## src/rtl/power_pipe_if.sv

```systemverilog
// power_pipe_if - valid/ready operand and result bundle for the power_pipe unit
//
// Purpose : groups the input handshake (in_valid/in_ready, x, mode) and the
//           output handshake (out_valid/out_ready, y) of power_pipe.
// Modports: master - sample source / result sink side (drives x, mode, in_valid, out_ready)
//           slave  - the power unit itself (drives in_ready, out_valid, y)
// Params  : W - operand width; y is 3*W bits wide.

interface power_pipe_if #(
    parameter int W = 7
);
    logic             in_valid;
    logic             in_ready;
    logic [W-1:0]     x;
    logic             mode;
    logic             out_valid;
    logic             out_ready;
    logic [3*W-1:0]   y;

    modport master (
        output in_valid, x, mode, out_ready,
        input  in_ready, out_valid, y
    );

    modport slave (
        input  in_valid, x, mode, out_ready,
        output in_ready, out_valid, y
    );
endinterface

```

## src/rtl/power_pipe.sv

```systemverilog
// power_pipe - two-stage pipelined square/cube unit with valid/ready flow control
//
// Purpose : y = x^2 (mode=0) or x^3 (mode=1), selected per sample, 2-cycle latency,
//           1 sample/cycle, results in acceptance order.
// Ports   : clk  - rising-edge clock
//           rst  - asynchronous active-high reset
//           bus  - power_pipe_if.slave (in_valid/in_ready/x/mode, out_valid/out_ready/y)
// Params  : W    - operand width; result is 3*W bits (exact, never truncated)
// Config  : POWER_SIGNED_EN - when defined, x and y are two's complement; otherwise
//           both are unsigned and zero-extended. Handshake/latency are identical.

module power_pipe #(
    parameter int W = 7
) (
    input  logic         clk,
    input  logic         rst,
    power_pipe_if.slave  bus
);

    // Global advance: both stages move together whenever the output slot is
    // free or being drained this cycle. A stall freezes S1 even if it is empty.
    logic en;

    // Stage 1 state
    logic [2*W-1:0] sq_q, sq_d;
    logic [W-1:0]   xd_q, xd_d;
    logic           md_q, md_d;
    logic           v1_q, v1_d;

    // Stage 2 state
    logic [3*W-1:0] y_q, y_d;
    logic           ov_q, ov_d;

    // Operands widened to the product width so a plain multiply is exact.
    // The low bits of a two's complement product do not depend on signedness,
    // so only the extension differs between builds.
    logic [2*W-1:0] x_ext;
    logic [3*W-1:0] sq_ext;
    logic [3*W-1:0] xd_ext;

`ifdef POWER_SIGNED_EN
    assign x_ext  = {{W{bus.x[W-1]}}, bus.x};
    assign sq_ext = {{W{sq_q[2*W-1]}}, sq_q};
    assign xd_ext = {{(2*W){xd_q[W-1]}}, xd_q};
`else
    assign x_ext  = {{W{1'b0}}, bus.x};
    assign sq_ext = {{W{1'b0}}, sq_q};
    assign xd_ext = {{(2*W){1'b0}}, xd_q};
`endif

    assign en = !ov_q | bus.out_ready;

    always_comb begin
        sq_d = sq_q;
        xd_d = xd_q;
        md_d = md_q;
        v1_d = v1_q;
        y_d  = y_q;
        ov_d = ov_q;
        if (en) begin
            // Data registers load unconditionally; their valid bits qualify them.
            sq_d = x_ext * x_ext;
            xd_d = bus.x;
            md_d = bus.mode;
            v1_d = bus.in_valid;
            y_d  = md_q ? (sq_ext * xd_ext) : sq_ext;
            ov_d = v1_q;
        end
    end

    always_ff @(posedge clk or posedge rst) begin
        if (rst) begin
            sq_q <= '0;
            xd_q <= '0;
            md_q <= 1'b0;
            v1_q <= 1'b0;
            y_q  <= '0;
            ov_q <= 1'b0;
        end else begin
            sq_q <= sq_d;
            xd_q <= xd_d;
            md_q <= md_d;
            v1_q <= v1_d;
            y_q  <= y_d;
            ov_q <= ov_d;
        end
    end

    assign bus.in_ready  = en;
    assign bus.out_valid = ov_q;
    assign bus.y         = y_q;

endmodule

```

## src/flat_wrapper.sv

```systemverilog
// flat-port wrapper written by rule: the top's interface ports become plain ports
module power_pipe_flat 
#(
    parameter int W = 7
)
  (clk, rst, bus_in_valid, bus_x, bus_mode, bus_out_ready, bus_in_ready, bus_out_valid, bus_y);
  power_pipe_if #(.W(W)) bus_i ();
  input  logic clk;
  input  logic rst;
  input wire logic [$bits(bus_i.in_valid)-1:0] bus_in_valid;
  input wire logic [$bits(bus_i.x)-1:0] bus_x;
  input wire logic [$bits(bus_i.mode)-1:0] bus_mode;
  input wire logic [$bits(bus_i.out_ready)-1:0] bus_out_ready;
  output wire logic [$bits(bus_i.in_ready)-1:0] bus_in_ready;
  output wire logic [$bits(bus_i.out_valid)-1:0] bus_out_valid;
  output wire logic [$bits(bus_i.y)-1:0] bus_y;
  assign bus_i.in_valid = bus_in_valid;
  assign bus_i.x = bus_x;
  assign bus_i.mode = bus_mode;
  assign bus_i.out_ready = bus_out_ready;
  assign bus_in_ready = bus_i.in_ready;
  assign bus_out_valid = bus_i.out_valid;
  assign bus_y = bus_i.y;
  power_pipe #(.W(W)) u_core (.clk(clk), .rst(rst), .bus(bus_i));
endmodule
```

## config.mk

```make
export PLATFORM = sky130hd
export DESIGN_NAME = power_pipe_flat
export DESIGN_NICKNAME = d
export VERILOG_FILES = /design/src/rtl/power_pipe_if.sv /design/src/rtl/power_pipe.sv /design/src/flat_wrapper.sv
export SDC_FILE = /design/constraint.sdc
export NUM_CORES = 1
export LEC_CHECK = 0
export CAP_MARGIN = 25
export CORE_MARGIN = 5
export CORE_UTILIZATION = 45
export DETAILED_ROUTE_END_ITERATION = 10
export PLACE_DENSITY_LB_ADDON = 0.12
export REMOVE_ABC_BUFFERS = 1
export SYNTH_ARGS = -nofsm -noshare
export SYNTH_HDL_FRONTEND = slang
export SYNTH_SLANG_ARGS = --single-unit
```

## constraint.sdc

```tcl
create_clock -name clk -period 9.4 [get_ports clk]
set_clock_uncertainty 0.2 [all_clocks]
set_input_delay 1.88 -clock clk [delete_from_list [all_inputs] [get_ports clk]]
set_output_delay 1.88 -clock clk [all_outputs]
set_load 0.01 [all_outputs]
```

# After elaboration in Yosys (flattened, before gate mapping)
# Cells that the tools add are included.
[word_totals]
ff_bits = 45
in_bits = 12
out_inout_bits = 23
word_cells = 11
[op_classes]
reduce_logical = 1
n_bitwise = 1
muxes = 1
mul = 2
[ops]
columns = ["cell", "count"]
rows = [
  ["$mul A14 B7 Y21", 1],
  ["$mux W21", 1],
  ["$mul A7 B7 Y14", 1],
  ["$logic_not A1 Y1", 1],
  ["$or A1 B1 Y1", 1],
]

# Longest topological paths before layout
[depth]
word_depth = 2
mapped_depth = 17
ltp_nobuf = 16

# Least setup slack after synthesis
# Ideal clock, no wire load.
[synth_timing]
kind = "input-to-reg"
startpoint = "input bus_x[5]"
endpoint = "register u_core.sq_q[11]"
setup_ns = 0.142
cell_stages = 15
required_time_ns = 9.058
slack_ns = 3.585
n_path_buf = 1
t_arrival_ns = 5.473
cell_sequence = "clkbuf_1 -> and2_1 -> fa_1 -> inv_1 -> fa_1 -> fa_1 -> inv_1 -> fa_1 -> ha_1 -> a21o_1 -> a21oi_1 -> o21ai_0 -> o31a_1 -> xnor2_1 -> a21oi_1"
[synth_via]
elab_chain_cells = 1
[synth_lines]
columns = ["item", "line_no", "rtl"]
rows = [
  ["from (decl)", "flat_wrapper.sv:11", "input wire logic [$bits(bus_i.x)-1:0] bus_x;"],
  ["$mul A7 B7 Y14", "power_pipe.sv:62", "sq_d = x_ext * x_ext;"],
  ["to (signal assigned)", "power_pipe.sv:80", "sq_q <= sq_d;"],
  ["to (decl)", "power_pipe.sv:25", "logic [2*W-1:0] sq_q, sq_d;"],
]
# No other way between the ends.
# A chain may end at the register's enable or synchronous reset.

# Worst setup path in the final report
[layout_timing]
startpoint = "input bus_x[4]"
endpoint = "register u_core.sq_q[11]"
# The elaborated chain is that of the path after synthesis.

==> out/metrics.csv <==
stage;metric;value;unit
synth;synth warn;0;
setup_path;worst-path fanout max;8;
sta;upper clock frequency limit;160;MHz
grt;initial antenna violation count;0;
cts;Clock Tree Buf Depth;2;
floorplan;row cnt;41;
route;Initial DRC Count;183;
route;WL per Instance;14.4;um
floorplan;DIE HEIGHT;124;um
setup_path;Worst setup EP type;flip-flop;
placed_design;IO buf count;34;
cells_and_area;antenna diode count;0;
cts;Num Clock Sinks;43;
cts;CTS root buffer;clkbuf_16;
floorplan;core area;0.0127;mm^2
sta;Period minus WS final;6260;ps
setup_path;WP data arrival;6230;ps
cells_and_area;final-stage net count;835;
cells_and_area;Filler cells;1248;
setup_path;Critical Path RT;9370;ps
route;Routed Antenna Nets;0;
setup_path;Slowest cell on crit path;clkdlybuf4s50_1;
sta;Slew @ Worst Pin;849;ps
sta;Slew Limit Headroom;43.4;%
cts;# H-tree levels;2;
placed_design;routability cong.;0.847;
setup_path;CP delay by family, top;adder cells;
grt;largest net degree at the start of global routing;58;
synth;cell taking the most area after synthesis;fa_1;
route;final routed DRC violation total;0;
setup_path;critical path type;primary input to flip-flop;
floorplan;Die Wd;124;um
synth;register area share after synthesis;18.3;%
synth;Synth Instances;672;
sta;RSZ-0062 raised after global routing;false;
setup_path;most frequent CP cell;fa_1;
cells_and_area;commonest non-fill, non-tap cell in the layout;nand2_1;
grt;GRT overflow;0;
cells_and_area;most frequent cells in the layout;nand2_1, inv_1, and2_1, fa_1, ha_1;
floorplan;Initial Utilization;46.2;%
route;via count;4431;
synth;Unique masters post-synth;51;
route;drt via density;5.13;
cts;worst skew pair latency;300;ps
grt;overall routing resource usage;16.8;%
cts;post_cts resized;0;
floorplan;area of the die;0.0154;mm^2
synth;asr flop ratio synth;100;%
cts;Reg clk slew, reported paths;70;ps
sta;fin. max-slew vios;0;
setup_path;slowest stage delay, CP;620;ps
sta;Setup-failing EPs final;0;
sta;count of final hold-check violations;0;
sta;fin crit share;66.6;%
placed_design;dpl hpwl;9640;um
grt;first-pass GRT wire length;21600;um
synth;top cell type's share of synthesized area;24.2;%
synth;Post-synth EDFFs;0;
cells_and_area;share of cells above drive strength 1;3.62;%
outcome;status;completed;
synth;Post-Syn Area;0.00588;mm^2
cells_and_area;P&R area growth vs syn;11.0;%
synth;synthesized area per cell;8.75;um^2
sta;setup TNS;0;ps
setup_path;WP buf/inv;4;
worst_hold_path;Hold WC Path Type;flip-flop to flip-flop;
flow_run;max_cap viols;0;
cts;Hold Buf Count CTS;0;
route;drt pass-1 iters;4;
cts;post-CTS setup buffer count;0;
setup_path;CP cell instances;clkdlybuf4s50_1 -> inv_1 -> nor2_1 -> fa_1 -> inv_1 -> fa_1 -> fa_1 -> inv_1 -> fa_1 -> ha_1 -> a21o_1 -> a21oi_1 -> o21ai_0 -> o31a_1 -> xnor2_1 -> a21oi_1;
synth;post-synthesis register bit count;43;
setup_path;startpoint types;primary input;
synth;top post-synthesis cells by area;fa_1, dfrtp_1, ha_1, and2_1, inv_1;
grt;vias in the first global route;4504;
floorplan;# IOs;35;
route;final wirelength;12400;um
synth;ys flop type;dfrtp_1;
cts;TritonCTS Buffers;5;
cts;CTS tree;done;
==> cell type report <==
cell class | count | area, um^2 | share of cell area (%)
Sequential cell | 43 | 1080 | 16.5
Multi-Input combinational cell | 503 | 4340 | 66.4
Timing Repair Buffer | 37 | 375 | 5.75
Clock buffer | 5 | 125 | 1.92
Clock inverter | 3 | 23.8 | 0.364
Tap cell | 172 | 215 | 3.30
Inverter | 100 | 375 | 5.75
==> routing by layer <==
metal  wire length [um]  GRT usage, %  vias to the layer above  part of all wire (%)
met5                  0             0                        -                     0
met4                250          4.71                        0                   2.0
met3                377          3.09                       12                   3.0
met2               6190          28.3                       60                    50
met1               5620          22.2                     2196                    45
li1                   -             -                     2163                     -
==> path summary, 6_finish.rpt <==
| kind | from | to | slack, ps | depth (start not counted) |
|---|---|---|---|---|
| max in group asynchronous | rst | u_core.sq_q[10] | 6820 | 3 |
| setup reg to reg | u_core.xd_q[2] | u_core.bus.y[17] | 4020 | 16 |
| min in group asynchronous | rst | u_core.bus.y[4] | 1690 | 2 |
| setup / recovery | bus_x[4] | u_core.sq_q[11] | 3140 | 16 |
| hold / removal | u_core.v1_q | u_core.bus.out_valid | 260 | 1 |
| hold reg to reg | u_core.v1_q | u_core.bus.out_valid | 260 | 1 |
==> stage by stage <==
step	setup WS [ps]	hold WS [ps]	utilization (%)	instance area, um^2	instances
after detailed placement	2840	247	50.0	6360	854
final	3140	261	51.3	6530	863
after global routing	2880	299	51.3	6530	863
after global placement	2920	241	50.0	6360	854
after floorplan	2760	230	-	5780	646
after CTS	3150	264	51.1	6510	862
==> flip-flops by register name, summed over array words and instances (netlist names) <==
name / flops
u_core.bus.y: 21
u_core.bus.out_valid: 1
u_core.md_q: 1
u_core.sq_q: 12
u_core.v1_q: 1
u_core.xd_q: 7
==> cell usage after synthesis (5+ instances only) <==
| master | count |
|---|---|
| o21ai_0 | 33 |
| nand2_1 | 100 |
| clkbuf_1 | 26 |
| nor2_1 | 17 |
| dfrtp_1 | 43 |
| a21o_1 | 6 |
| xnor2_1 | 20 |
| mux2i_1 | 10 |
| ha_1 | 62 |
| fa_1 | 71 |
| a21oi_1 | 32 |
| and2_1 | 78 |
| inv_1 | 100 |
| xor2_1 | 5 |
| nand3_1 | 7 |
==> kinds of logic (layout without fill, tap and decap cells) <==
logic type      count (synthesis)  after routing  share of synthesized area, %
simple gates                  225            225                          19.2
compound gates                104            104                          11.0
buf+inv                       128            145                          8.18
flops                          43             43                          18.3
mux                            12             12                          2.09
other cells                     2              4                         0.128
fa+ha+maj                     133            133                          37.4
xor+xnor                       25             25                          3.73
==> worst reg2reg max path, stage by stage, from the launching register on <==
cell       delay, ps
dfrtp_1          590
and2_1           300
fa_1             510
inv_1             50
fa_1             480
inv_1             60
fa_1             530
inv_1             50
fa_1             520
inv_1             40
ha_1             360
a2111oi_2        450
o21ai_2          170
a211oi_2         470
o21ai_0          210
xnor2_1          190
o21ai_0           90
Power is left out: the tool's default activity adds up to more than one toggle a clock period on the data nets, which glitch-free logic cannot reach.
